$ cat src/rtl/control_sequencer.sv
// Hardwired control unit for the single-bus datapath: fetch T0-T3, then a
// per-opcode execute sequence T4-T8, with memory waits held on mem_ready.
module control_sequencer #(
    parameter int OPW  = 5,
    parameter int ALUW = 4
) (
    input  logic            clk,
    input  logic            clr,
    input  logic [31:0]     ir,
    input  logic            mem_ready,
    output logic            PCout,
    output logic            Zlowout,
    output logic            MDRout,
    output logic            Cout,
    output logic            PCin,
    output logic            IRin,
    output logic            MARin,
    output logic            MDRin,
    output logic            Yin,
    output logic            Zin,
    output logic            IncPC,
    output logic            Read,
    output logic            Write,
    output logic            Gra,
    output logic            Grb,
    output logic            Grc,
    output logic            Rin,
    output logic            Rout,
    output logic            BAout,
    output logic [ALUW-1:0] alu_op,
    output logic            run,
    output logic            illegal
);
    typedef enum logic [3:0] {
        S_RST, S_T0, S_T1, S_T2, S_T3, S_T4, S_T5, S_T6, S_T7, S_T8, S_HALT
    } state_t;

    localparam logic [OPW-1:0] OP_LD   = OPW'(5'b00000);
    localparam logic [OPW-1:0] OP_LDI  = OPW'(5'b00001);
    localparam logic [OPW-1:0] OP_ST   = OPW'(5'b00010);
    localparam logic [OPW-1:0] OP_ADD  = OPW'(5'b00011);
    localparam logic [OPW-1:0] OP_SUB  = OPW'(5'b00100);
    localparam logic [OPW-1:0] OP_AND  = OPW'(5'b00101);
    localparam logic [OPW-1:0] OP_OR   = OPW'(5'b00110);
    localparam logic [OPW-1:0] OP_ADDI = OPW'(5'b01100);
    localparam logic [OPW-1:0] OP_NOP  = OPW'(5'b11010);
    localparam logic [OPW-1:0] OP_HALT = OPW'(5'b11011);

    state_t         state, nxt;
    logic [OPW-1:0] opc;
    logic [OPW-1:0] ir_op;
    logic           ir_legal;
    logic           is_mem, is_base, is_rtype;
    logic           ir_unused;

    assign ir_op     = ir[31 -: OPW];
    assign ir_unused = ^ir[31-OPW:0];

    always_comb begin
        ir_legal = 1'b0;
        case (ir_op)
            OP_LD, OP_LDI, OP_ST, OP_ADD, OP_SUB, OP_AND, OP_OR,
            OP_ADDI, OP_NOP, OP_HALT: ir_legal = 1'b1;
            default:                  ir_legal = 1'b0;
        endcase
    end

    // Execute-phase decode works only from the opcode captured leaving T3.
    assign is_mem   = (opc == OP_LD) || (opc == OP_ST);
    assign is_base  = is_mem || (opc == OP_LDI);
    assign is_rtype = (opc == OP_ADD) || (opc == OP_SUB) || (opc == OP_AND) || (opc == OP_OR);

    always_ff @(posedge clk or negedge clr) begin
        if (!clr) begin
            state   <= S_RST;
            opc     <= '0;
            illegal <= 1'b0;
        end else begin
            state <= nxt;
            if (state == S_T3) begin
                opc <= ir_op;
                if (!ir_legal) illegal <= 1'b1;
            end
        end
    end

    always_comb begin
        nxt     = state;
        PCout   = 1'b0; Zlowout = 1'b0; MDRout = 1'b0; Cout  = 1'b0;
        PCin    = 1'b0; IRin    = 1'b0; MARin  = 1'b0; MDRin = 1'b0;
        Yin     = 1'b0; Zin     = 1'b0; IncPC  = 1'b0; Read  = 1'b0;
        Write   = 1'b0; Gra     = 1'b0; Grb    = 1'b0; Grc   = 1'b0;
        Rin     = 1'b0; Rout    = 1'b0; BAout  = 1'b0;
        alu_op  = '0;
        run     = 1'b0;
        case (state)
            S_RST: nxt = S_T0;
            S_T0: begin
                run = 1'b1; PCout = 1'b1; MARin = 1'b1; IncPC = 1'b1; Zin = 1'b1;
                nxt = S_T1;
            end
            S_T1: begin
                run = 1'b1; Zlowout = 1'b1; PCin = 1'b1;
                nxt = S_T2;
            end
            S_T2: begin
                run = 1'b1; Read = 1'b1;
                if (mem_ready) begin
                    MDRin = 1'b1;
                    nxt   = S_T3;
                end
            end
            S_T3: begin
                run = 1'b1; MDRout = 1'b1; IRin = 1'b1;
                if (!ir_legal || ir_op == OP_HALT) nxt = S_HALT;
                else if (ir_op == OP_NOP)          nxt = S_T0;
                else                               nxt = S_T4;
            end
            S_T4: begin
                run = 1'b1; Grb = 1'b1; Yin = 1'b1;
                if (is_base) BAout = 1'b1;
                else         Rout  = 1'b1;
                nxt = S_T5;
            end
            S_T5: begin
                run = 1'b1; Zin = 1'b1;
                if (is_rtype) begin
                    Grc = 1'b1; Rout = 1'b1;
                    case (opc)
                        OP_SUB:  alu_op = ALUW'(1);
                        OP_AND:  alu_op = ALUW'(2);
                        OP_OR:   alu_op = ALUW'(3);
                        default: alu_op = ALUW'(0);
                    endcase
                end else begin
                    Cout = 1'b1;
                end
                nxt = S_T6;
            end
            S_T6: begin
                run = 1'b1; Zlowout = 1'b1;
                if (is_mem) begin
                    MARin = 1'b1;
                    nxt   = S_T7;
                end else begin
                    Gra = 1'b1; Rin = 1'b1;
                    nxt = S_T0;
                end
            end
            S_T7: begin
                run = 1'b1;
                if (opc == OP_ST) begin
                    // Register drives the bus straight into MDR; no memory access.
                    Gra = 1'b1; Rout = 1'b1; MDRin = 1'b1;
                    nxt = S_T8;
                end else begin
                    Read = 1'b1;
                    if (mem_ready) begin
                        MDRin = 1'b1;
                        nxt   = S_T8;
                    end
                end
            end
            S_T8: begin
                run = 1'b1;
                if (opc == OP_ST) begin
                    Write = 1'b1;
                    if (mem_ready) nxt = S_T0;
                end else begin
                    MDRout = 1'b1; Gra = 1'b1; Rin = 1'b1;
                    nxt = S_T0;
                end
            end
            S_HALT:  nxt = S_HALT;
            default: nxt = S_RST;
        endcase
    end
endmodule

$ cat config.mk
export PLATFORM = sky130hd
export DESIGN_NAME = control_sequencer
export DESIGN_NICKNAME = d
export VERILOG_FILES = /design/src/rtl/control_sequencer.sv
export SDC_FILE = /design/constraint.sdc
export NUM_CORES = 1
export LEC_CHECK = 0
export CAP_MARGIN = 20
export CORE_MARGIN = 8
export CORE_UTILIZATION = 36
export DETAILED_ROUTE_END_ITERATION = 8
export GPL_TIMING_DRIVEN = 0
export PLACE_DENSITY = 0.84
export SYNTH_ARGS = -nofsm -noshare
export SYNTH_HDL_FRONTEND = slang
export SYNTH_SLANG_ARGS = --single-unit
export TNS_END_PERCENT = 1
$ cat constraint.sdc
create_clock -name clk -period 2.63 [get_ports clk]
set_clock_uncertainty 0.15 [all_clocks]
set_input_delay 0.526 -clock clk [delete_from_list [all_inputs] [get_ports clk]]
set_output_delay 0.526 -clock clk [all_outputs]
set_load 0.01 [all_outputs]
==> results.md <==
Clocking
• source-to-sink clock delay at the later pin of the worst-skew pair: 0.27 ns
• CTS root buf: clkbuf_4
• number of clock buffers inserted by TritonCTS: 3
• Num Clock Sinks: 10
• clock-pin slew of the registers on the worst-case setup and hold paths: 0.07 ns
• # H-tree levels: 1
• Hold Buf Count CTS: 0
• clock tree from TritonCTS: yes
• Max Root-Sink Buffers: 2

Worst setup path
• data required time at the worst endpoint: 1.95 ns
• critical path fanouts, max: 4
• longest individual stage delay on the worst path: 0.53 ns
• kind of start point of the critical path: flip-flop
• startpoint of the most critical register-to-register path: opc[4]$_DFFE_PN0P_
• data arrival at the endpoint of the critical path: 1.98 ns
• standard cell with the maximum stage delay on the critical path: clkdlybuf4s50_1
• Crit. End Element: output pin
• Critical Path, Cell by Cell: buf_4 -> a2111oi_1 -> and2_1 -> clkdlybuf4s50_1
• CP Class: flip-flop to output pin
• reg-to-reg endpoint: state[0]$_DFFE_PN0P_
• number of cells on the worst reg-to-reg path: 6
• setup slack of the most critical reg-to-reg path: 0.63 ns

Routing
• Final ANT Viol Nets: 0
• total via count after detailed routing: 1,020
• drt first pass iters: 4
• post-DR wirelength/cell: 15.88 µm
• number of vias per cell: 5.543
• routed wire length: 2921 µm
• DR iter-0 viols: 49
• DRC viols: 0

Global route
• Total Routing Usage GR: 0.1289
• number of antenna violations at the first check in global routing: 0
• maximum number of pins on one net before global-route repair: 11
• aggregate global routing overflow: 0
• number of global-route vias before repair: 1,035
• wire length of the first global-routing pass: 4671 µm

Die
• vertical die dimension: 67.40 µm
• die area: 4542 µm²
• Core Region: 2500 µm²
• standard-cell rows: 18
• initial standard-cell utilization of the core: 0.3804
• I/O pin count: 60
• chip width: 67.40 µm

Worst hold path
• class of the tightest hold or removal check: flip-flop to flip-flop
• Worst Hold Endpoint: illegal$_DFFE_PN0P_
• worst hold path cell count: 1
• hold path startpoint: illegal$_DFFE_PN0P_

STA
• count of pins over their slew limit: 0
• number of hold-slack violations in the final timing report: 0
• max-slew headroom at the worst pin: 0.6699
• min cycle time layout: 2.653 ns
• post-layout worst setup margin: -0.02330 ns
• pin slew with the least headroom to its limit: 0.4921 ns
• total negative slack: -0.02330 ns
• Fmax achieved: 376.9 MHz
• final setup fails: 1
• unrepaired setup endpoints after global routing: yes
• fraction of the cycle the final worst path needs: 1.009

Outcome
• violations in the final reports: negative setup slack
• status: finished with violations

Final layout
• FF/Latch Area: 259.0 µm²
• fraction of layout cells with a size suffix above 1: 0.3182
• area added between synthesis and finish: 49.21%
• Ant. Diodes: 0
• area of the multi-input gates: 640.6 µm²
• number of fillers in the final layout: 229
• most common library cell in the layout ignoring fill and taps: clkdlybuf4s50_1
• total number of nets in the final design: 190
• most used cells in the layout excluding fill and tap cells: clkdlybuf4s50_1, nor2_1, nand2_1, buf_4, dfrtp_2
• post-route insts no fill: 184

Flow run
• Max-cap violations: 0

Placement
• Inst Count DP: 178
• weighted congestion reported at the end of routability-driven placement: 0.8714
• Detail Placement HPWL: 2166 µm
• count of port buffers added during placement: 30

Synth
• number of synthesized flops with an enable pin: 0
• distinct cell type count of the synthesized netlist: 43
• Synth Cell Area: 950.9 µm²
• number of standard cells after synthesis: 117
• mean instance size in the synthesized netlist: 8.127 µm²
• fraction of registers with async set or reset after synthesis: 1.000
• Top FF cell, synth: dfrtp_1
• share of synthesized area occupied by flip-flops and latches: 0.2632
• number of flip-flops and latches in the synthesized netlist: 10
• Yosys warnings: 0

Pwr
• power density normalized to cell area: 1211 nW/µm²
• leakage power of the design: 0.6695 nW
• Peak supply drop: 816.2 µV
• total power after layout: 1.719 mW

==> Yosys cell counts (3+ instances only) <==
| cell type | count | area [µm²] |
|---|---|---|
| inv_1 | 4 | 15.01 |
| a211oi_1 | 4 | 30.03 |
| a21oi_1 | 6 | 30.03 |
| o21ai_0 | 3 | 15.01 |
| nand2_1 | 8 | 30.03 |
| buf_4 | 4 | 30.03 |
| clkbuf_1 | 4 | 15.01 |
| nand3_1 | 3 | 15.01 |
| nor2_1 | 19 | 71.32 |
| dfrtp_1 | 10 | 250.2 |
| nor3_1 | 5 | 25.02 |
| xnor2_1 | 4 | 35.03 |
| mux2_2 | 6 | 67.56 |
==> per-stage QoR <==
| stage | util | hold slack [ns] | setup WS (ns) | instance area [µm²] |
|---|---|---|---|---|
| floorplan | - | 0.08041 | 0.4098 | 954.7 |
| global placement | 0.5170 | 0.3086 | -0.1128 | 1292 |
| detailed placement | 0.5170 | 0.3196 | -0.1248 | 1292 |
| CTS | 0.5496 | 0.3399 | -0.1407 | 1374 |
| global route | 0.5676 | 0.3585 | -0.06765 | 1419 |
| finish | 0.5676 | 0.3295 | -0.02330 | 1419 |
==> critical path, delay by kind of cell, from the launching register on <==
kind / cells / cell delay (ns)
buffers and inverters: 2 / 0.69
flip-flops: 1 / 0.43
AO/OA/AOI/OAI: 1 / 0.40
AND/OR/NAND/NOR: 1 / 0.19
==> where the power goes <==
part | switching, mW | internal, mW | total [mW]
combinational | 0.619 | 0.609 | 1.23
clock | 0.0575 | 0.0841 | 0.142
sequential | 0.109 | 0.240 | 0.349
==> logic make-up (layout without fill, tap and decap cells) <==
| family | Yosys count | after routing | synth area share |
|---|---|---|---|
| mux | 7 | 7 | 0.08157 |
| flops | 10 | 10 | 0.2632 |
| simple gates | 51 | 51 | 0.2816 |
| other cells | 1 | 2 | 0.003944 |
| xor+xnor | 5 | 5 | 0.05395 |
| buf+inv | 16 | 52 | 0.1158 |
| compound gates | 27 | 27 | 0.2000 |
==> cell type report <==
type / count / area share
Tap cell: 30 / 0.02646
Multi-Input combinational cell: 92 / 0.4515
Sequential cell: 10 / 0.1825
Inverter: 4 / 0.01235
Clock buffer: 4 / 0.02557
Timing Repair Buffer: 33 / 0.2328
Buffer: 11 / 0.06878
==> what timing repair did <==
| action | CTS | global route |
|---|---|---|
| resized for setup | 19 | 19 |
| buffers inserted | 3 | 0 |
| endpoints found under the setup margin | 18 | 13 |
| pin swaps | 1 | 1 |
==> metal layers <==
| metal | vias to the layer above | part of all wire | track usage | wire length, µm |
|---|---|---|---|---|
| met5 | - | 0 | 0 | 0 |
| met4 | 0 | 0.025 | 0.05744 | 74 |
| met3 | 9 | 0.068 | 0.05132 | 200 |
| met2 | 33 | 0.50 | 0.2258 | 1471 |
| met1 | 492 | 0.40 | 0.1331 | 1175 |
| li1 | 486 | - | - | - |
==> state kept, by name (all words and copies together) (netlist names) <==
register / flops
illegal: 1
opc: 5
state: 4
==> worst max path at each step <==
stage                        to            startpoint
after floorplan             Gra    opc[0]$_DFFE_PN0P_
after global placement      Gra    opc[0]$_DFFE_PN0P_
after detailed placement   Rout  state[3]$_DFFE_PN0P_
after CTS                 MDRin  state[0]$_DFFE_PN0P_
after global routing      BAout    opc[3]$_DFFE_PN0P_
final                     BAout    opc[3]$_DFFE_PN0P_
Note: power is estimated with default switching activity, not from simulation.
